[config.mk]
export PLATFORM = sky130hd
export DESIGN_NAME = sfir_tap_delay_flat
export DESIGN_NICKNAME = d
export VERILOG_FILES = /design/src/rtl/sfir_tap_delay_pkg.sv /design/src/rtl/sfir_tap_delay_if.sv /design/src/rtl/sfir_tap_delay_lane_srl.sv /design/src/rtl/sfir_tap_delay.sv /design/src/flat_wrapper.sv
export SDC_FILE = /design/constraint.sdc
export NUM_CORES = 1
export LEC_CHECK = 0
export ABC_AREA = 0
export BUFFER_PORTS_ARGS = -buffer_cell sky130_fd_sc_hd__buf_2
export CORE_UTILIZATION = 54
export DETAILED_ROUTE_END_ITERATION = 12
export PLACE_DENSITY = 0.81
export SYNTH_ARGS = -nofsm -noshare
export SYNTH_HDL_FRONTEND = slang
export SYNTH_HIERARCHICAL = 1
export SYNTH_SLANG_ARGS = --single-unit
[constraint.sdc]
create_clock -name clk -period 2.8 [get_ports clk]
set_clock_uncertainty 0.15 [all_clocks]
set_input_delay 0.14 -clock clk [delete_from_list [all_inputs] [get_ports clk]]
set_output_delay 0.14 -clock clk [all_outputs]
set_load 0.01 [all_outputs]
[src/rtl/sfir_tap_delay_pkg.sv]
// sfir_pkg: shared types and helpers for the sfir_tap_delay delay line.
//   sfir_state_e : fill/run control state
//   dmax_of()    : maximum delay (2*NBTAP) for a given tap count
//   clamp_depth(): maps a requested depth onto the legal range 1..dmax
package sfir_pkg;

  typedef enum logic {
    FILL = 1'b0,
    RUN  = 1'b1
  } sfir_state_e;

  localparam int unsigned NBTAP_DEF = 4;
  localparam int unsigned DMAX_DEF  = 2 * NBTAP_DEF;

  function automatic int unsigned dmax_of(input int unsigned nbtap);
    return 2 * nbtap;
  endfunction

  function automatic int unsigned clamp_depth(input int unsigned depth_sel,
                                              input int unsigned dmax);
    if (depth_sel == 0)   return 1;
    if (depth_sel > dmax) return dmax;
    return depth_sel;
  endfunction

endpackage

[src/rtl/sfir_tap_delay_if.sv]
// sfir_tap_delay_if: sample/control bundle for sfir_tap_delay.
//   slave  : the delay line (consumes en/in_valid/datain/flush/depth_sel)
//   master : the driver (front-end / bench)
// With SFIR_TAP_DELAY_TAPS_EN defined, taps_out/taps_vld are added for a
// parallel-tap FIR (stage i lane k at [(i*NCHAN+k)*DSIZE +: DSIZE]).
interface sfir_tap_delay_if #(
  parameter int DSIZE = 16,
  parameter int NBTAP = 4,
  parameter int NCHAN = 2
);
  localparam int DMAX = 2 * NBTAP;
  localparam int DW   = $clog2(DMAX + 1);

  logic                   en;
  logic                   in_valid;
  logic [NCHAN*DSIZE-1:0] datain;
  logic                   flush;
  logic [DW-1:0]          depth_sel;
  logic [NCHAN*DSIZE-1:0] dataout;
  logic                   out_valid;
  logic [DW-1:0]          fill_cnt;
  logic [DW-1:0]          depth_q;
`ifdef SFIR_TAP_DELAY_TAPS_EN
  logic [DMAX*NCHAN*DSIZE-1:0] taps_out;
  logic [DMAX-1:0]             taps_vld;

  modport slave (
    input  en, in_valid, datain, flush, depth_sel,
    output dataout, out_valid, fill_cnt, depth_q, taps_out, taps_vld
  );
  modport master (
    output en, in_valid, datain, flush, depth_sel,
    input  dataout, out_valid, fill_cnt, depth_q, taps_out, taps_vld
  );
`else
  modport slave (
    input  en, in_valid, datain, flush, depth_sel,
    output dataout, out_valid, fill_cnt, depth_q
  );
  modport master (
    output en, in_valid, datain, flush, depth_sel,
    input  dataout, out_valid, fill_cnt, depth_q
  );
`endif
endinterface

[src/rtl/sfir_tap_delay_lane_srl.sv]
// sfir_lane_srl: one lane's data array plus its depth-select output mux.
//   clk     : clock
//   shift_i : advance the line by one sample
//   din_i   : incoming sample
//   sel_i   : active depth (1..DMAX); output taps stage[sel_i-1]
//   vld_i   : output qualifier; dout_o is forced to zero when low
//   dout_o  : delayed sample
//   taps_o  : raw stage contents (only with SFIR_TAP_DELAY_TAPS_EN)
// The array has no reset so it maps onto shift-register primitives.
module sfir_lane_srl #(
  parameter int DSIZE = 16,
  parameter int DMAX  = 8,
  parameter int DW    = 4
) (
  input  logic                       clk,
  input  logic                       shift_i,
  input  logic [DSIZE-1:0]           din_i,
  input  logic [DW-1:0]              sel_i,
  input  logic                       vld_i,
`ifdef SFIR_TAP_DELAY_TAPS_EN
  output logic [DMAX-1:0][DSIZE-1:0] taps_o,
`endif
  output logic [DSIZE-1:0]           dout_o
);

  (* srl_style = "srl_register" *)
  logic [DMAX-1:0][DSIZE-1:0] stage_q;

  always_ff @(posedge clk) begin
    if (shift_i) begin
      stage_q[0] <= din_i;
      for (int i = 1; i < DMAX; i++) stage_q[i] <= stage_q[i-1];
    end
  end

  always_comb begin
    dout_o = '0;
    if (vld_i) begin
      for (int i = 0; i < DMAX; i++)
        if (sel_i == DW'(i + 1)) dout_o = stage_q[i];
    end
  end

`ifdef SFIR_TAP_DELAY_TAPS_EN
  assign taps_o = stage_q;
`endif

endmodule

[src/rtl/sfir_tap_delay.sv]
// sfir_tap_delay: NCHAN-lane runtime-programmable delay line (1..2*NBTAP).
//   clk, rst_n : clock, asynchronous active-low reset
//   bus        : sfir_tap_delay_if.slave (en, in_valid, datain, flush,
//                depth_sel in; dataout, out_valid, fill_cnt, depth_q out)
// Shared control (stage valids, FILL/RUN FSM, fill counter, depth register)
// lives here; each lane is an sfir_lane_srl.
// Optional: SFIR_TAP_DELAY_TAPS_EN exposes every stage on taps_out/taps_vld.
module sfir_tap_delay
  import sfir_pkg::*;
#(
  parameter int DSIZE = 16,
  parameter int NBTAP = 4,
  parameter int NCHAN = 2
) (
  input logic            clk,
  input logic            rst_n,
  sfir_tap_delay_if.slave bus
);

  localparam int unsigned DMAX = dmax_of(NBTAP);
  localparam int          DW   = $clog2(DMAX + 1);

  logic [DW-1:0]   depth_q, depth_d, fill_q, fill_d;
  logic [DMAX-1:0] vld_q, vld_d;
  sfir_state_e     state_q, state_d;
  logic            clr, shift, depth_chg, vld_sel, out_vld;

  // flush wins over a simultaneous sample; the sample is dropped
  assign clr       = bus.en && bus.flush;
  assign shift     = bus.en && bus.in_valid && !bus.flush;
  assign depth_d   = bus.en ? DW'(clamp_depth(32'(bus.depth_sel), DMAX)) : depth_q;
  assign depth_chg = bus.en && (depth_d != depth_q);

  always_comb begin
    vld_d = vld_q;
    fill_d = fill_q;
    if (clr) begin
      vld_d  = '0;
      fill_d = '0;
    end else begin
      if (shift) vld_d = {vld_q[DMAX-2:0], 1'b1};
      if (depth_chg)
        fill_d = shift ? DW'(1) : '0;
      else if (shift && fill_q != DW'(DMAX))
        fill_d = fill_q + DW'(1);
    end
  end

  // Readiness is judged on the values being registered this edge, so RUN
  // begins on the same edge the first sample lands in stage[depth-1].
  always_comb begin
    state_d = state_q;
    case (state_q)
      FILL: if (bus.en && !clr && fill_d >= depth_d) state_d = RUN;
      RUN:  if (clr || depth_chg)
              state_d = (!clr && fill_d >= depth_d) ? RUN : FILL;
      default: state_d = FILL;
    endcase
  end

  always_ff @(posedge clk or negedge rst_n) begin
    if (!rst_n) begin
      vld_q   <= '0;
      fill_q  <= '0;
      depth_q <= DW'(1);
      state_q <= FILL;
    end else if (bus.en) begin
      vld_q   <= vld_d;
      fill_q  <= fill_d;
      depth_q <= depth_d;
      state_q <= state_d;
    end
  end

  always_comb begin
    vld_sel = 1'b0;
    for (int i = 0; i < DMAX; i++)
      if (depth_q == DW'(i + 1)) vld_sel = vld_q[i];
  end

  assign out_vld       = vld_sel && (state_q == RUN);
  assign bus.out_valid = out_vld;
  assign bus.fill_cnt  = fill_q;
  assign bus.depth_q   = depth_q;

`ifdef SFIR_TAP_DELAY_TAPS_EN
  logic [NCHAN-1:0][DMAX-1:0][DSIZE-1:0] taps;
  assign bus.taps_vld = vld_q;
  for (genvar s = 0; s < DMAX; s++) begin : g_tap_s
    for (genvar c = 0; c < NCHAN; c++) begin : g_tap_c
      assign bus.taps_out[(s*NCHAN+c)*DSIZE +: DSIZE] = taps[c][s];
    end
  end
`endif

  for (genvar k = 0; k < NCHAN; k++) begin : g_lane
    sfir_lane_srl #(.DSIZE(DSIZE), .DMAX(DMAX), .DW(DW)) u_lane (
      .clk    (clk),
      .shift_i(shift),
      .din_i  (bus.datain[k*DSIZE +: DSIZE]),
      .sel_i  (depth_q),
      .vld_i  (out_vld),
`ifdef SFIR_TAP_DELAY_TAPS_EN
      .taps_o (taps[k]),
`endif
      .dout_o (bus.dataout[k*DSIZE +: DSIZE])
    );
  end

endmodule

[src/flat_wrapper.sv]
// flat-port wrapper written by rule: the top's interface ports become plain ports
module sfir_tap_delay_flat import sfir_pkg::*;
#(
  parameter int DSIZE = 16,
  parameter int NBTAP = 4,
  parameter int NCHAN = 2
)
  (clk, rst_n, bus_en, bus_in_valid, bus_datain, bus_flush, bus_depth_sel, bus_dataout, bus_out_valid, bus_fill_cnt, bus_depth_q);
  sfir_tap_delay_if #(.DSIZE(DSIZE), .NBTAP(NBTAP), .NCHAN(NCHAN)) bus_i ();
  input logic clk;
  input logic rst_n;
  input wire logic [$bits(bus_i.en)-1:0] bus_en;
  input wire logic [$bits(bus_i.in_valid)-1:0] bus_in_valid;
  input wire logic [$bits(bus_i.datain)-1:0] bus_datain;
  input wire logic [$bits(bus_i.flush)-1:0] bus_flush;
  input wire logic [$bits(bus_i.depth_sel)-1:0] bus_depth_sel;
  output wire logic [$bits(bus_i.dataout)-1:0] bus_dataout;
  output wire logic [$bits(bus_i.out_valid)-1:0] bus_out_valid;
  output wire logic [$bits(bus_i.fill_cnt)-1:0] bus_fill_cnt;
  output wire logic [$bits(bus_i.depth_q)-1:0] bus_depth_q;
  assign bus_i.en = bus_en;
  assign bus_i.in_valid = bus_in_valid;
  assign bus_i.datain = bus_datain;
  assign bus_i.flush = bus_flush;
  assign bus_i.depth_sel = bus_depth_sel;
  assign bus_dataout = bus_i.dataout;
  assign bus_out_valid = bus_i.out_valid;
  assign bus_fill_cnt = bus_i.fill_cnt;
  assign bus_depth_q = bus_i.depth_q;
  sfir_tap_delay #(.DSIZE(DSIZE), .NBTAP(NBTAP), .NCHAN(NCHAN)) u_core (.clk(clk), .rst_n(rst_n), .bus(bus_i));
endmodule
### Word level (Yosys, flattened, before mapping)

Cells that the tools add are included.

* RAM bits: 0
* output and inout port bits: 41
* memories kept: 0
* bits in registers: 273
* bits of input ports: 41
* latch bits: 0
* memory bits (read-only): 0
* logic and storage cells: 93

* multiplexer cells: 44
* equal/unequal tests: 10
* div/mod/pow operators: 0
* reduce and logical (&&, ||, !) cells: 15
* shift-type cells: 0
* multipliers: 0
* $add $sub $neg: 1
* bitwise logic cells: 1
* magnitude comparators: 2

Operators with widths (number)
* $mux 16: 18
* $mux 4: 7
* $eq 4x3->1 const B: 4
* $mux 1: 16
* $mux 8: 2
* $logic_and 1x1->1: 9
* $eq 4x2->1 const B: 2
* $add 4x1->4 const B: 1
* $eq 4x1->1 const B: 1
* $eq 4x4->1 const B: 1
* $ge 4x4->1: 1
* $gt 4x4->1 const B: 1
* $logic_not 4->1: 1
* $ne 4x4->1: 1
* $ne 4x4->1 const B: 1
* $logic_not 1->1: 2
* $pmux 1 s2: 1
* $reduce_and 2->1: 1
* $reduce_bool 2->1: 1
* $logic_or 1x1->1: 1
* $not 1->1: 1

### Logic depth before layout (Yosys ltp)

Gate-level depths: netlist of the first run.

* depth in word-level cells: 15
* gate-level depth with buffers: 13

### Cells and area by module

Netlist of the first run, hierarchy kept.

By module, submodules not included
* sfir_lane_srl: sequential area each 3843.7 µm², cells an instance 299, area each 5148.7 µm², times used 2
* sfir_tap_delay: sequential area each 426.7 µm², cells an instance 115, area each 1081.0 µm², times used 1

### Worst setup path after synthesis of the first run

OpenSTA, ideal clock, no wires.

* kind: input to register
* from: input port bus_flush
* to: register u_core.state_q
* required time: 2.532 ns
* stages on the path: 11
* buffers on the path: 1
* setup slack: -3.000 ns
* arrival time: 5.532 ns
* cell sequence: and3b_1 -> buf_2 -> o21ai_0 -> mux2i_1 -> nor3_1 -> ha_1 -> nand2b_1 -> a21o_1 -> a211oi_1 -> nor4_1 -> a21o_1

* cells in the longest elaborated chain, start to end: 11
* elaborated cells between the ends (all ways): 18
* classes of those cells: order compare (1); mux (8); reduce/logical (9)

Ends and longest elaborated chain
* start: declaration: RTL line flat_wrapper.sv:15 `input wire logic [$bits(bus_i.flush)-1:0] bus_flush;`
* $logic_not 1->1 (*): RTL line sfir_tap_delay.sv:30 `assign shift = bus.en && bus.in_valid && !bus.flush;`
* $logic_and 1x1->1 (*): RTL line sfir_tap_delay.sv:30
* via u_core.shift: RTL line sfir_tap_delay.sv:26 `logic clr, shift, depth_chg, vld_sel, out_vld;`
* $logic_and 1x1->1: RTL line sfir_tap_delay.sv:44 `else if (shift && fill_q != DW'(DMAX))`
* $mux 4: RTL line sfir_tap_delay.sv:44
* $mux 4 (*): RTL line sfir_tap_delay.sv:42 `if (depth_chg)`
* $mux 4 (*): RTL line sfir_tap_delay.sv:37 `if (clr) begin`
* $ge 4x4->1 (*): RTL line sfir_tap_delay.sv:54, sfir_tap_delay.sv:56
* $logic_and 1x1->1: RTL line sfir_tap_delay.sv:56 `state_d = (!clr && fill_d >= depth_d) ? RUN : FILL;`
* $mux 1: RTL line sfir_tap_delay.sv:56
* $mux 1: RTL line sfir_tap_delay.sv:55 `RUN: if (clr || depth_chg)`
* $pmux 1 s2 (*): RTL line sfir_tap_delay.sv:53 `case (state_q)`
* end signal: assignment: RTL line sfir_tap_delay.sv:71 `state_q <= state_d;`
* end: declaration: RTL line sfir_tap_delay.sv:25 `sfir_state_e state_q, state_d;`

Mark *: on every way through the listed nets, which the timed path passes. The rest lies on a longest branch.
A chain may end at the register's enable or synchronous reset.

### Worst setup path in the final report of the first run

* from: register u_core.depth_q[1], in the netlist u_core/bus.depth_q[1]
* to: output port bus_dataout[2]

* cells in the longest elaborated chain, start to end: 11
* elaborated cells between the ends (all ways): 26
* classes of those cells: eq/ne (8); mux (17); reduce/logical (1)

Ends and longest elaborated chain
* start: declaration: RTL line sfir_tap_delay.sv:23 `logic [DW-1:0] depth_q, depth_d, fill_q, fill_d;`
* start signal: assignment: RTL line sfir_tap_delay.sv:70 `depth_q <= depth_d;`
* $eq 4x1->1: RTL line sfir_tap_delay_lane_srl.sv:40, sfir_tap_delay.sv:78
* $mux 1 (8 in a row): RTL line sfir_tap_delay.sv:78 `if (depth_q == DW'(i + 1)) vld_sel = vld_q[i];`
* $logic_and 1x1->1: RTL line sfir_tap_delay.sv:81 `assign out_vld = vld_sel && (state_q == RUN);`
* $mux 16 (*): RTL line sfir_tap_delay_lane_srl.sv:38 `if (vld_i) begin`
* end: declaration: RTL line flat_wrapper.sv:17 `output wire logic [$bits(bus_i.dataout)-1:0] bus_dataout;`

Mark *: on every way between the ends. The rest lies on a longest branch, timed or not.

==> results of run 1 <==
worst max path at each step:
stage / startpoint / end / slack (ns) / cells after the start
finish: u_core/bus.depth_q[1] / bus_dataout[2] / -0.21 / 9
detailed placement: u_core/bus.depth_q[1] / bus_dataout[2] / 0.02 / 9
CTS: u_core/bus.depth_q[1] / bus_dataout[31] / -0.17 / 11
floorplan: bus_flush / u_core/state_q / 0.008 / 12
global route: u_core/bus.depth_q[1] / bus_dataout[2] / -0.28 / 9
global placement: u_core/bus.depth_q[1] / bus_dataout[11] / 0.14 / 10
critical path, delay by kind of cell (launching register included):
family,cells,cell delay [ns]
AO/OA/AOI/OAI,4,0.58
buffers and inverters,2,0.29
flip-flops,1,0.42
multiplexers,1,0.53
AND/OR/NAND/NOR,2,0.36
stage by stage:
stage	std cells	TNS, ns	hold slack (ns)	power (uW)	instance area, sq um
finish	1171	-3.92	0.163	9330	14100
global route	1171	-6.96	0.150	9610	14100
CTS	1160	-3.98	0.146	9340	13900
detailed placement	1051	0	-0.0656	5350	12100
global placement	1051	0	-0.0659	5330	12100
floorplan	713	0	-0.306	5160	11400
final cells by class:
type | instances | area [sq um]
inverters | 13 | 53.8
clock buffers | 36 | 752
flip-flops and latches | 273 | 8120
clock inverters | 16 | 210
multi-input cells | 384 | 3140
repair buffers | 179 | 1510
well taps | 270 | 338
fillers | 1314 | 6310
power breakdown:
part	total (uW)	internal (uW)	switching (uW)
Clock	3890	2360	1530
Sequential	4630	4560	66.6
Combinational	817	367	450
Total	9330	7290	2050
state kept, by name, indices dropped and copies added (netlist names):
| signal | cells |
|---|---|
| u_core/state_q | 1 |
| u_core/bus.fill_cnt | 4 |
| u_core/bus.depth_q | 4 |
| u_core/vld_q | 8 |
| u_core/g_lane.u_lane/stage_q | 256 |
what timing repair did:
action | CTS | global route
endpoints found under the hold margin | 62 | 0
hold buffers | 46 | 0
buffers inserted | 9 | 10
pin swaps | 11 | 18
cloned | 4 | 2
gates resized for setup | 40 | 25
endpoints found under the setup margin | 32 | 33
per-layer routing:
layer	track usage (%)	wire length, um	vias to the layer above
met5	0	0	-
met4	6.75	510	0
met3	3.63	1740	46
met2	35.7	11800	327
met1	31.5	10300	3456
li1	-	-	3211
cell families after synthesis:
family | synth area share, %
compound gates | 14.1
xor+xnor | 0.308
fa+ha+maj | 0.660
buf+inv | 3.30
flops | 71.3
mux | 4.17
simple gates | 6.11
cell usage in the layout, fill, tap and decap left out, drive strengths merged, types with 21 or more instances in the layout:
master,Yosys,final
a21oi,52,52
buf,39,129
clkbuf,5,36
dlygate4sd3,0,46
edfxtp,256,256
mux2,25,25
nand2,28,28
nor2,30,30
o21ai,23,23
o2bb2ai,31,31
o31ai,21,21
==> metrics, run 1 <==
# Max-Cap Violations 0; HPWL Detailed 13,200 um; arrival time at the worst endpoint 2.72 ns; outcome finished, violations left; Clock Sinks 273; number of flops mapped to enable cells by yosys 256; pwr/cell area 661 nW/um^2; initial antenna violation count 0; Rel. slew slack 48.1%; Seq/Total Area, Yosys 71.3%; most used cell, CP and2_4; Mapped Cells 713; Residual DRC 0; TritonCTS Buffers 28; largest net degree at the start of global routing 129; Final min period 3.01 ns; Synth cell types 56; WP data required 2.51 ns; Reg2Reg Setup Slack -0.10 ns; DR vias/cell 6.01; CTS tree yes; CP endpoint kind output pin; Ports 82; GP Congestion 0.848; total track usage 22.3%; Main synth FF type edfxtp_1; Worst Path Max Fanout 11; die area 21,700 sq um; Mapped Area 11,400 sq um; Post-Syn Nets 760; # rows 52; reg2reg end u_core/state_q; first-pass GRT wire length 37,700 um; list of most frequent post-synthesis cells edfxtp_1 (256), a21oi_1 (52), o2bb2ai_1 (31), nor2_1 (28), nand2_1 (26); CP max stage delay 0.53 ns; Yosys warning count 6; WL/cell 20.8 um; diode count 0; area grow syn2layout 24.1%; Clk pin slew, worst setup/hold paths 0.06 ns; Port Buf Inserts 81; failing checks negative setup slack; Final Max Tran Viols 0; die height 147 um; VDD IR max 0.510 mV; top cell type's share of synthesized area 67.6%; Leak Pwr 0.00496 uW; first-pass iteration count of the detailed router 5; beginning of the worst hold path bus_datain[27]; fin nets 926; Tightest Pin Transition 0.775 ns; dpl ws 0.0158 ns; Yosys reg bits 273; share of the core filled with cells 69.1%; DRT iter0 DRCs 750; Mean Syn Cell Area 16.0 sq um; Fin. Hold Viols 0; Root Buffer clkbuf_16; share of layout cells above drive strength 1 31.6%; asr flop ratio synth 6.23%; most instantiated library cell after synthesis edfxtp_1; R2R cell count 13; Reg2Reg Launch Point u_core/bus.depth_q[2]; Hold EP u_core/g_lane[1].u_lane/stage_q[11]; core area 20,400 sq um; final antenna-violating net count 0; Die X 147 um; Startpoint Class flip-flop; Fmax achieved 332 MHz; CTS HTree Levels 1; final setup violating endpoints 32; Slowest-stage cell, CP mux4_2; RSZ-0062 raised after global routing yes; Synth area leaders edfxtp_1 (68%), dfrtp_1 (3.5%), mux2_2 (2.5%); vias 7,040; CTS max path bufs 3; fin crit share 107%; Initial Util 55.7%; Total Wirelength 24,400 um; critical setup path kind reg2out; hold path depth 2; vias in the first global route 6,945; setup ws final -0.210 ns; clk_lat worst skew 0.53 ns; Synth area leader edfxtp_1; Worst Hold Class in2reg; grt ovf 0; worst path cell trace mux4_2 -> a21oi_2 -> o21ai_1 -> and2_4 -> buf_12 -> and2_4 -> a22oi_2 -> o31ai_2 -> buf_2
Power figures use the tool's default switching activity.
==> inputs of run 2 (changes only) <==
--- a/config.mk
+++ b/config.mk
@@ -6,10 +6,11 @@
 export NUM_CORES = 1
 export LEC_CHECK = 0
 export ABC_AREA = 0
+export ABC_CLOCK_PERIOD_IN_PS = 2800
 export BUFFER_PORTS_ARGS = -buffer_cell sky130_fd_sc_hd__buf_2
-export CORE_UTILIZATION = 54
+export CORE_UTILIZATION = 35
 export DETAILED_ROUTE_END_ITERATION = 12
-export PLACE_DENSITY = 0.81
+export PLACE_DENSITY = 0.59
 export SYNTH_ARGS = -nofsm -noshare
 export SYNTH_HDL_FRONTEND = slang
 export SYNTH_HIERARCHICAL = 1
==> run 2 against run 1 <==
Against the previous run:
- the flow still finishes with violations (negative setup slack)
- combinational power is 1% higher
- sequential power is essentially flat
- first-iteration DRC count fell by 8.4%
- die area grew 53%
- worst setup slack better by 0.074 ns
- sequential share of layout area fell by 0.81 points
- count of clock-buffer cells in the layout decreased by 1
- clock power about the same
- register-to-register slack improved by 0.11 ns
- routed wire length rose by 4.7%
- sequential cell count is the same
- critical path type unchanged
- largest power group unchanged
==> metrics, run 2 (synthesis results as in run 1) <==
outcome finished, violations left; failing checks negative setup slack; Clock Sinks 273; Rel. slew slack 40.3%; final setup violating endpoints 30; CP endpoint kind output pin; Port Buf Inserts 81; share of layout cells above drive strength 1 32.9%; Initial Util 35.8%; die area 33,200 sq um; Area after DPL 12,300 sq um; Reg2Reg Setup Slack 0.01 ns; max reg flops 256; Final min period 2.94 ns; fin nets 923; fin crit share 105%; setup ws final -0.135 ns; Fmax achieved 341 MHz; CTS HTree Levels 1; arrival time at the worst endpoint 2.65 ns; VDD IR max 0.430 mV; Clk pin slew, worst setup/hold paths 0.06 ns; first-pass GRT wire length 39,400 um; Sw Pwr 2130 uW; Comb pwr share 8.8%; Tightest Pin Transition 0.896 ns; Fin. Hold Viols 0; Placed Cells incl. Taps 1,218; most frequent cells in the layout edfxtp_1 (256), buf_2 (81), dlygate4sd3_1 (46), a21oi_1 (44), clkbuf_16 (32); final antenna-violating net count 0; WL/cell 19.2 um; dpl ws 0.00956 ns; Ports 82; post-route insts no fill 1,333; registers with the most flip-flops u_core/g_lane.u_lane/stage_q (256), u_core/vld_q (8); RSZ-0062 raised after global routing yes; die height 182 um; initial antenna violation count 1; HPWL Detailed 14,500 um; Startpoint Class flip-flop; core area 31,800 sq um; hold path depth 2; share of the core filled with cells 45.1%; R2R cell count 12; Root Buffer clkbuf_16; area grow syn2layout 25.9%; first-pass iteration count of the detailed router 5; Hold WS 0.155 ns; CTS tree yes; # rows 65; commonest non-fill, non-tap cell in the layout edfxtp_1; Worst Path Max Fanout 11; vias in the first global route 6,831; DR vias/cell 5.11; CTS max path bufs 3; WP data required 2.51 ns; Leak Pwr 0.00491 uW; diode count 0; Total Wirelength 25,600 um; sw frac 22.8%; Final Max Tran Viols 0; Flop pwr share 49.5%; total track usage 15.2%; Top reg by flops u_core/g_lane.u_lane/stage_q; DRT iter0 DRCs 687; cell-internal power 7220 uW; Worst Hold Class in2reg; # Max-Cap Violations 0; pwr/cell area 653 nW/um^2; vias 6,814; GP Congestion 0.792; TritonCTS Buffers 30; largest net degree at the start of global routing 132; Die X 182 um; clk_lat worst skew 0.54 ns; Residual DRC 0; critical setup path kind reg2out; grt ovf 0; final design instance area without fill 14,300 sq um; clock power share 41.7%
## run 2: cell type report
| cell class | count | area (sq um) |
|---|---|---|
| repair buffers | 174 | 1430 |
| inverters | 13 | 53.8 |
| clock buffers | 35 | 791 |
| fillers | 2771 | 17500 |
| clock inverters | 19 | 183 |
| flip-flops and latches | 273 | 8120 |
| multi-input cells | 384 | 3200 |
| well taps | 435 | 544 |
## run 2: per-layer routing
| layer | GRT usage [%] | vias up | wire length, um |
|---|---|---|---|
| met1 | 22.0 | 3393 | 12000 |
| met2 | 23.5 | 180 | 11600 |
| met4 | 4.20 | 2 | 552 |
| met5 | 0 | - | 13 |
| met3 | 2.37 | 42 | 1340 |
| li1 | - | 3197 | - |
## run 2: worst paths after layout
kind / start / endpoint
worst min register to register: u_core/g_lane[1].u_lane/stage_q[37] / u_core/g_lane[1].u_lane/stage_q[53]
worst max register to register: u_core/bus.depth_q[2] / u_core/state_q
max in group asynchronous: rst_n / u_core/bus.depth_q[1]
min in group asynchronous: rst_n / u_core/bus.depth_q[0]
worst max-delay path: u_core/bus.depth_q[1] / bus_dataout[13]
worst min-delay path: bus_datain[18] / u_core/g_lane[1].u_lane/stage_q[2]
## run 2: repair_timing
item	4_1_cts	5_1_grt
gates resized for setup	48	32
gates cloned	4	1
buffers inserted	8	2
hold endpoints to repair	63	0
pin swaps	17	9
setup endpoints to repair	33	33
hold buffers	46	0
## run 2: through the flow
stage / power [uW] / setup TNS (ns)
detailed placement: 5370 / 0
CTS: 9450 / -3.22
global route: 9710 / -6.20
finish: 9360 / -3.18
global placement: 5360 / 0
floorplan: 5160 / 0
## run 2: worst max-delay path, cell delays in order (launching register included)
cell     delay (ns)
dfrtp_2        0.44
mux4_2         0.52
a21oi_2        0.14
o21ai_1        0.08
and2_4         0.21
and2_4         0.23
a22oi_2        0.23
o31ai_2        0.09
buf_2          0.15
## run 2: power by group through the flow
stage / clock, uW / combinational, uW / sequential [uW]
5_1_grt: 4170 / 898 / 4640
3_3_place_gp: 0 / 658 / 4710
3_5_place_dp: 0 / 659 / 4710
4_1_cts: 4020 / 803 / 4630
2_1_floorplan: 0 / 465 / 4690
6_report: 3900 / 827 / 4630
